### src/rtl/bcd_down_counter.sv
// Cascadable multi-digit BCD down counter with parallel load (A-F nibbles saturate to 9) and enable.
// Latency: count/borrow registered, one posedge after inputs are sampled; zero is combinational from count.
// Backpressure: none; borrow is a one-cycle pulse meant to drive en of the next-higher instance.
module bcd_down_counter #(
  parameter int DIGITS = 2,
  parameter bit WRAP   = 1'b1
) (
  input  logic                  clk,
  input  logic                  reset,
  input  logic                  load,
  input  logic                  en,
  input  logic [4*DIGITS-1:0]   load_val,
  output logic [4*DIGITS-1:0]   count,
  output logic                  zero,
  output logic                  borrow
);

  logic [DIGITS-1:0]   dec_chain;
  logic [4*DIGITS-1:0] load_sat;
  logic [4*DIGITS-1:0] dec_val;
  logic [4*DIGITS-1:0] count_nxt;
  logic                borrow_nxt;

  assign dec_chain[0] = 1'b1;

  // A digit steps only when every lower digit is zero; 0 and non-BCD both go to 9.
  for (genvar k = 0; k < DIGITS; k++) begin : g_digit
    logic [3:0] digit;
    logic [3:0] load_nib;

    assign digit    = count[4*k +: 4];
    assign load_nib = load_val[4*k +: 4];

    assign load_sat[4*k +: 4] = (load_nib > 4'd9) ? 4'd9 : load_nib;

    assign dec_val[4*k +: 4] = !dec_chain[k]                  ? digit :
                               ((digit == 4'd0) || (digit > 4'd9)) ? 4'd9 :
                               (digit - 4'd1);

    if (k < DIGITS - 1) begin : g_chain
      assign dec_chain[k+1] = dec_chain[k] & (digit == 4'd0);
    end
  end

  assign zero = (count == '0);

  always_comb begin
    count_nxt  = count;
    borrow_nxt = 1'b0;
    if (load) begin
      count_nxt = load_sat;
    end else if (en) begin
      if (zero) begin
        borrow_nxt = 1'b1;
        count_nxt  = (WRAP == 1'b1) ? dec_val : '0;
      end else begin
        count_nxt = dec_val;
      end
    end
  end

  always_ff @(posedge clk or negedge reset) begin
    if (!reset) begin
      count  <= '0;
      borrow <= 1'b0;
    end else begin
      count  <= count_nxt;
      borrow <= borrow_nxt;
    end
  end

endmodule
### config.mk
export PLATFORM = sky130hd
export DESIGN_NAME = bcd_down_counter
export DESIGN_NICKNAME = d
export VERILOG_FILES = /design/src/rtl/bcd_down_counter.sv
export SDC_FILE = /design/constraint.sdc
export NUM_CORES = 1
export LEC_CHECK = 0
export BUFFER_PORTS_ARGS = -buffer_cell sky130_fd_sc_hd__buf_4
export CAP_MARGIN = 20
export CORE_MARGIN = 2
export CORE_UTILIZATION = 52
export CTS_CLUSTER_SIZE = 14
export DETAILED_ROUTE_END_ITERATION = 6
export GPL_ROUTABILITY_DRIVEN = 0
export HOLD_SLACK_MARGIN = 0.15
export PLACE_DENSITY = 0.77
export SYNTH_ARGS = -nofsm -noshare
export SYNTH_HDL_FRONTEND = slang
export SYNTH_SLANG_ARGS = --single-unit
### constraint.sdc
create_clock -name clk -period 2.7 [get_ports clk]
set_input_delay 0.675 -clock clk [delete_from_list [all_inputs] [get_ports clk]]
set_output_delay 0.675 -clock clk [all_outputs]
set_load 0.02 [all_outputs]
==> flow_summary_export.csv, run 1 <==
group,metric,value,unit
clock_tree,postCtsHoldBufs,0,
setup_path,crit_type,"reg -> out",
setup_path,cp.required,2.03,ns
setup_path,slowest_delay,0.41,ns
yosys,post_synth.cell_area_avg,8.74,um2
global_route,overflow,0,
die,core,1270,um2
setup_path,rr_startpoint,"count[4]",
clock_tree,root_buffer,"clkbuf_4",
setup_path,crit_fanout,5,
sta,timing_hold_violations_final,0,
sta,tns,0,ns
sta,fin_hold_ws,0.223,ns
run_status,run_status,"finished, final reports clean",
yosys,yosys_warnings,0,
clock_tree,clock_latency,0.26,ns
yosys,synth_top_cell_area_share,0.326,
setup_path,arrival,1.66,ns
clock_tree,cts_buffers,3,
route,finalWirelength,1580,um
layout,fin_util,0.695,
route,detail-route-antenna-nets,0,
route,vias,668,
clock_tree,clk_pin_slew,0.07,ns
clock_tree,cts_buffer_depth,2,
yosys,async_flop_share,1.00,
sta,slew_violations,0,
setup_path,cp_cell_sequence,"inv_1 -> ha_1 -> nor4b_2 -> and3b_2 -> buf_4",
layout,antennaDiodeCount,0,
setup_path,r2r-end,"count[7]",
placement,place_ws,0.670,ns
sta,finalCritPeriodShare,0.864,
layout,area.growth.synth_to_final,27.7,%
sta,finalSetupViolCount,0,
layout,design_area,882,um2
route,drtPass1Iterations,4,
global_route,grt_pass1_wl,2530,um
setup_path,r2r_setup_slack,1.05,ns
yosys,syn-num-nets,97,
sta,rsz0062_at_grt,"false",
sta,skew,0.00338,ns
die,initial_core_util,0.544,
die,num_rows,13,
route,drt-initial-drc-count,11,
pwr,finalPower,0.456,mW
clock_tree,postCtsSetupBuffers,0,
yosys,ys.flop_type,"dfrtp_1",
die,die_x,40.4,um
pwr,ir_worst_vdd,0.296,mV
global_route,grt_pass1_vias,576,
setup_path,r2r_cells,6,
yosys,ys_types,35,
sta,fmax,0.429,GHz
placement,dp.cells,113,
placement,io_buffers,21,
die,die_h,40.4,um
route,drc,0,
setup_path,crit_family,"simple AND/OR/NAND/NOR gates",
die,io_pins,22,
global_route,use_met2,0.393,
layout,layout.cells.non_filler,117,
global_route,grt_use_met3,0.0333,
global_route,met1_usage,0.303,
sta,worst_slew_pin_slew,0.344,ns
global_route,track_usage,0.237,
yosys,synth-seq-cells,9,
yosys,syn-instance-count,79,
placement,placed_cell_area,855,um2
clock_tree,htree_levels,1,
yosys,yosysSeqAreaShare,0.326,
global_route,grt.busiest_layer,"met2",
clock_tree,cts_tree,"yes",
global_route,grt_max_degree,12,
sta,relSlewSlack,0.767,
pwr,p_per_area,517,nW/um2
clock_tree,cts_sinks,9,
pwr,leakagePower,0.426,nW
sta,worst_slack,0.368,ns
route,via_per_inst,5.71,
die,dieArea,1640,um2
route,routedWlPerCell,13.5,um
clock_tree,cts_resized,0,
setup_path,cp_num_buf_inv,2,
run,maxCapViolations,0,
yosys,synth.area.top_cells,"dfrtp_1, ha_1, nor2_1",
placement,dp_hpwl,1230,um
layout,drive_gt1_frac,0.304,
min_path,hold_class,"in -> async",
setup_path,start_kind,"flop",
yosys,synth_edf_count,0,
setup_path,slowest_stage,"dfrtp_1",
setup_path,cp-end-kind,"primary output",
yosys,synthesis.area,691,um2
yosys,synth_area_leader_cell,"dfrtp_1",
layout,fillers,115,
sta,period_minus_slack,2.33,ns
layout,nets,121,
global_route,antenna_found_initial,0,
## placed cells by master, fill, tap and decap left out, drive strengths merged, types with 3 or more instances in the layout
cell,netlist,layout
and3,3,3
buf,2,21
clkbuf,0,3
dfrtp,9,9
ha,6,6
inv,7,7
nand2,4,4
nor2,9,9
o21ai,7,7
o22ai,3,3
o31ai,3,3
## worst register-to-register path, cell delays in order (launching register included)
cell     delay, ns
dfrtp_1       0.43
inv_1         0.09
ha_1          0.24
nor2b_1       0.14
o22ai_1       0.20
nand2_1       0.13
o31a_1        0.31
## final cells by class
type | instances | area [um2] | share of cell area
multi-input combinational | 61 | 427 | 0.484
sequential | 9 | 225 | 0.255
timing repair buffer | 21 | 158 | 0.179
inverter | 7 | 26.3 | 0.0298
clock buffer | 3 | 22.5 | 0.0255
tap | 15 | 18.8 | 0.0213
clock inverter | 1 | 5.00 | 0.00567
## routing by layer
layer	wire length (um)	share of wire
met5	0	0
met4	34	0.022
met3	56	0.035
met2	812	0.51
met1	676	0.43
## cell families after synthesis
group / count (synthesis) / synth area share
buffers and inverters: 9 / 0.0562
adders and majority gates: 6 / 0.109
DFF: 9 / 0.326
AOI/OAI and AO/OA: 23 / 0.228
and+or+nand+nor: 32 / 0.281
## sequential cells by signal, summed over array words and instances (netlist names)
signal,cells
count,8
borrow,1
## how the worst max path moves through the flow
| stage | from | to | slack, ns | depth (start not counted) |
|---|---|---|---|---|
| finish | count[1] | zero | 0.37 | 5 |
| global route | count[0] | zero | 0.23 | 5 |
| CTS | count[0] | zero | 0.37 | 5 |
| detailed placement | count[1] | zero | 0.67 | 5 |
| global placement | count[0] | zero | 0.73 | 5 |
| floorplan | count[0] | zero | 0.76 | 4 |
## report_power, final
group	leakage [nW]	internal, mW	switching, mW
Clock	0.0177	0.0547	0.0502
Combinational	0.298	0.0813	0.0910
Sequential	0.111	0.151	0.0276
Total	0.426	0.287	0.169
## cells in the mapped netlist (2+ instances only)
cell type,n
o22ai_1,3
and3_1,3
o21ai_0,5
nand2_1,4
o21ai_1,2
nor2b_1,2
a21oi_1,2
a31oi_1,2
ha_1,6
dfrtp_1,9
nor2_1,8
nand3b_1,2
inv_1,7
o31ai_1,2
nand2b_1,2
No activity file was read; power rests on OpenSTA's default activity.
==> run 2: changes to the inputs <==
--- a/config.mk
+++ b/config.mk
@@ -8,12 +8,12 @@
 export BUFFER_PORTS_ARGS = -buffer_cell sky130_fd_sc_hd__buf_4
 export CAP_MARGIN = 20
 export CORE_MARGIN = 2
-export CORE_UTILIZATION = 52
+export CORE_UTILIZATION = 48
 export CTS_CLUSTER_SIZE = 14
 export DETAILED_ROUTE_END_ITERATION = 6
 export GPL_ROUTABILITY_DRIVEN = 0
 export HOLD_SLACK_MARGIN = 0.15
-export PLACE_DENSITY = 0.77
+export PLACE_DENSITY = 0.72
 export SYNTH_ARGS = -nofsm -noshare
 export SYNTH_HDL_FRONTEND = slang
 export SYNTH_SLANG_ARGS = --single-unit
==> constraint.sdc (replaced) <==
create_clock -name clk -period 2.64 [get_ports clk]
set_input_delay 0.66 -clock clk [delete_from_list [all_inputs] [get_ports clk]]
set_output_delay 0.66 -clock clk [all_outputs]
set_load 0.02 [all_outputs]
==> flow_summary_export.csv, run 2 (synthesis results as in run 1) <==
group,metric,value,unit
global_route,grt_max_degree,12,
setup_path,crit_type,"reg -> out",
clock_tree,postCtsHoldBufs,0,
setup_path,crit_fanout,6,
sta,slew_violations,0,
clock_tree,cts_tree,"yes",
layout,nets,121,
sta,worst_slew_pin_slew,0.363,ns
layout,drive_gt1_frac,0.294,
setup_path,crit_start,"count[0]",
layout,final_cell_mix,"buf_4, dfrtp_1, nor2_1",
layout,fillers,121,
pwr,leakagePower,0.424,nW
global_route,antenna_found_initial,0,
route,routedWlPerCell,13.6,um
layout,layout_commonest_cell,"buf_4",
setup_path,slowest_delay,0.43,ns
sta,fmax,0.433,GHz
run,maxCapViolations,0,
clock_tree,htree_levels,1,
clock_tree,cts_buffer_depth,2,
clock_tree,postCtsSetupBuffers,0,
global_route,grt_pass1_vias,617,
setup_path,arrival,1.65,ns
layout,top_register,"count",
sta,timing_hold_violations_final,0,
run_status,run_status,"finished, final reports clean",
placement,dp_hpwl,1210,um
sta,rsz0062_at_grt,"false",
layout,largest_reg_flops,8,
die,io_pins,22,
clock_tree,clock_latency,0.26,ns
layout,antennaDiodeCount,0,
route,via_per_inst,5.59,
sta,finalCritPeriodShare,0.874,
route,detail-route-antenna-nets,0,
setup_path,cp_cell_sequence,"inv_1 -> ha_1 -> nor4b_2 -> and3b_2 -> buf_4",
clock_tree,cts_sinks,9,
sta,period_minus_slack,2.31,ns
sta,skew,0.00202,ns
pwr,ir_worst_vdd,0.330,mV
layout,design_area,881,um2
min_path,hold_class,"in -> async",
global_route,overflow,0,
layout,area.growth.synth_to_final,27.5,%
route,drc,0,
die,num_rows,13,
pwr,p_per_area,531,nW/um2
route,drt-initial-drc-count,14,
setup_path,slowest_stage,"dfrtp_1",
die,die_h,41.9,um
sta,finalSetupViolCount,0,
clock_tree,root_buffer,"clkbuf_4",
clock_tree,clk_pin_slew,0.06,ns
placement,io_buffers,21,
route,drtPass1Iterations,4,
sta,relSlewSlack,0.754,
placement,placed_cell_area,855,um2
sta,tns,0,ns
setup_path,start_kind,"flop",
layout,reg.largest.list,"count (8), borrow (1)",
clock_tree,cts_buffers,3,
route,vias,654,
global_route,grt_pass1_wl,2700,um
route,finalWirelength,1590,um
die,initial_core_util,0.524,
setup_path,cp-end-kind,"primary output",
clock_tree,cts_resized,0,
setup_path,cp.required,1.98,ns
die,die_x,41.9,um
die,dieArea,1760,um2
setup_path,rr_startpoint,"count[4]",
global_route,track_usage,0.202,
die,core,1320,um2
## run 2: layout make-up
cell class	count	area [um2]	area share
Multi-Input combinational cell	61	427	0.484
Sequential cell	9	225	0.256
Timing Repair Buffer	21	158	0.179
Clock buffer	4	26.3	0.0298
Inverter	7	26.3	0.0298
Tap cell	15	18.8	0.0213
## run 2: worst paths after layout
check | to | slack, ns | cells past startpoint
max in group asynchronous | count[2] | 2.29 | 1
hold reg to reg | count[5] | 0.60 | 2
setup reg to reg | count[7] | 1.00 | 6
setup / recovery | zero | 0.33 | 5
hold / removal | count[6] | 0.21 | 1
min in group clk | count[5] | 0.60 | 2
## run 2: power breakdown
part	leakage (nW)	internal, mW	switching, mW	total, mW
Clock	0.0150	0.0583	0.0495	0.108
Sequential	0.111	0.155	0.0283	0.183
Combinational	0.298	0.0829	0.0935	0.176
Total	0.424	0.296	0.171	0.467
## run 2: critical path, delay by kind of cell, from the launching register on
family | cells | cell delay (ns)
adder cells (fa/ha/maj) | 1 | 0.23
flip-flops | 1 | 0.43
buffers and inverters | 2 | 0.25
AND/OR/NAND/NOR | 2 | 0.47
## run 2: metrics by stage
step                      cells  setup WS [ns]  power [mW]  utilization  hold WS, ns
after floorplan              79          0.711       0.294            -        0.364
after global placement      113          0.676       0.359        0.649        0.492
after detailed placement    113          0.616       0.361        0.649        0.492
after CTS                   117          0.317       0.472        0.669        0.203
after global routing        117          0.179       0.503        0.669        0.204
final                       117          0.332       0.467        0.669        0.210
## run 2: routing by layer
| layer | GRT usage | vias to the layer above | routed length [um] |
|---|---|---|---|
| li1 | - | 338 | - |
| met1 | 0.278 | 299 | 739 |
| met2 | 0.309 | 17 | 756 |
| met3 | 0.0783 | 0 | 91 |
| met4 | 0.0194 | 0 | 0 |
| met5 | 0 | - | 0 |
==> run 3: changes to the inputs <==
==> constraint.sdc (replaced) <==
create_clock -name clk -period 2.64 [get_ports clk]
set_input_delay 0.528 -clock clk [delete_from_list [all_inputs] [get_ports clk]]
set_output_delay 0.528 -clock clk [all_outputs]
set_load 0.02 [all_outputs]
==> flow_summary_export.csv, run 3 (synthesis results as in run 1) <==
group,metric,value,unit
run_status,run_status,"finished, final reports clean",
global_route,grt_max_degree,12,
clock_tree,cts_resized,0,
pwr,leakagePower,0.428,nW
setup_path,crit_end,"zero",
sta,rsz0062_at_grt,"false",
global_route,overflow,0,
route,drtPass1Iterations,4,
clock_tree,cts_buffers,3,
sta,timing_hold_violations_final,0,
layout,reg.largest.list,"count (8), borrow (1)",
setup_path,cp_num_buf_inv,2,
route,via_per_inst,5.58,
clock_tree,clk_pin_slew,0.07,ns
route,detail-route-antenna-nets,0,
clock_tree,cts_sinks,9,
sta,period_minus_slack,2.17,ns
clock_tree,clock_latency,0.27,ns
route,routedWlPerCell,12.9,um
setup_path,r2r_setup_slack,1.01,ns
setup_path,cp.required,2.11,ns
die,die_h,41.9,um
setup_path,rr_startpoint,"count[4]",
clock_tree,cts_tree,"yes",
setup_path,cp_cell_sequence,"inv_1 -> ha_1 -> nor4b_2 -> and3b_2 -> buf_4",
pwr,ir_worst_vdd,0.283,mV
layout,nets,122,
placement,dp_hpwl,1150,um
sta,fin_hold_ws,0.501,ns
setup_path,crit_start,"count[0]",
setup_path,slowest_delay,0.43,ns
die,core,1320,um2
sta,slew_violations,0,
clock_tree,postCtsHoldBufs,1,
setup_path,crit_fanout,6,
global_route,antenna_found_initial,0,
layout,design_area,891,um2
sta,relSlewSlack,0.750,
die,initial_core_util,0.524,
placement,placed_cell_area,855,um2
layout,fin_util,0.676,
layout,antennaDiodeCount,0,
setup_path,crit_type,"reg -> out",
min_path,hold_class,"in -> reg",
clock_tree,cts_buffer_depth,2,
global_route,grt_pass1_vias,598,
setup_path,cp.depth,5,
global_route,grt_pass1_wl,2660,um
route,vias,658,
clock_tree,htree_levels,1,
layout,top_register,"count",
pwr,p_per_area,534,nW/um2
layout,multi_input_area,427,um2
clock_tree,root_buffer,"clkbuf_4",
sta,finalSetupViolCount,0,
setup_path,r2r-end,"count[7]",
clock_tree,postCtsSetupBuffers,0,
run,maxCapViolations,0,
layout,area.growth.synth_to_final,29.0,%
layout,seqCellArea,225,um2
setup_path,r2r_cells,6,
layout,drive_gt1_frac,0.291,
sta,tns,0,ns
setup_path,cp-end-kind,"primary output",
global_route,track_usage,0.192,
die,num_rows,13,
setup_path,arrival,1.65,ns
setup_path,start_kind,"flop",
die,dieArea,1760,um2
layout,layout_commonest_cell,"buf_4",
setup_path,slowest_stage,"dfrtp_1",
layout,largest_reg_flops,8,
die,io_pins,22,
route,drt-initial-drc-count,15,
layout,fillers,115,
sta,skew,0.00181,ns
route,finalWirelength,1530,um
placement,io_buffers,21,
setup_path,crit_family,"simple AND/OR/NAND/NOR gates",
route,drc,0,
sta,worst_slew_pin_slew,0.370,ns
layout,final_cell_mix,"buf_4, dfrtp_1, nor2_1",
die,die_x,41.9,um
sta,fmax,0.460,GHz
sta,finalCritPeriodShare,0.824,
==> run 3: cell count changes in the layout (fill, tap and decap cells not counted) <==
cell and change:
dlygate4sd3_1 +1
==> run 3: stage by stage <==
stage          cells  setup WS (ns)  total power [mW]
6_report         118          0.465             0.475
5_1_grt          118          0.316             0.506
4_1_cts          118          0.470             0.475
3_5_place_dp     113          0.768             0.359
3_3_place_gp     113          0.809             0.359
2_1_floorplan     79          0.843             0.294
==> run 3: worst min-delay path by stage <==
stage	startpoint	end	slack, ns	cells after the start
4_1_cts	load_val[6]	count[6]	0.51	3
2_1_floorplan	reset	borrow	0.23	0
5_1_grt	load_val[6]	count[6]	0.52	3
3_3_place_gp	reset	count[7]	0.36	1
6_report	load_val[2]	count[2]	0.50	3
3_5_place_dp	reset	count[7]	0.36	1
==> run 3: worst reg2reg max path: cells and delay by family, from the launching register on <==
kind / cells / cell delay, ns
fa+ha+maj: 1 / 0.22
compound gates: 2 / 0.51
simple gates: 2 / 0.26
buf+inv: 1 / 0.09
flops: 1 / 0.43
==> run 3: per-layer routing <==
metal  part of all wire  global-route usage  routed length [um]
met1               0.50               0.287                 765
met2               0.45               0.281                 691
met3              0.045              0.0304                  69
met4                  0              0.0581                   0
met5                  0                   0                   0
==> run 3: final cells by class <==
| cell class | count | share of cell area |
|---|---|---|
| Tap cell | 15 | 0.0211 |
| Sequential cell | 9 | 0.253 |
| Multi-Input combinational cell | 61 | 0.479 |
| Inverter | 7 | 0.0295 |
| Clock buffer | 4 | 0.0295 |
| Timing Repair Buffer | 22 | 0.188 |
==> run 3: report_power, final <==
part	switching (mW)	internal [mW]	total, mW
sequential	0.0277	0.155	0.182
combinational	0.0926	0.0836	0.176
clock	0.0584	0.0584	0.117
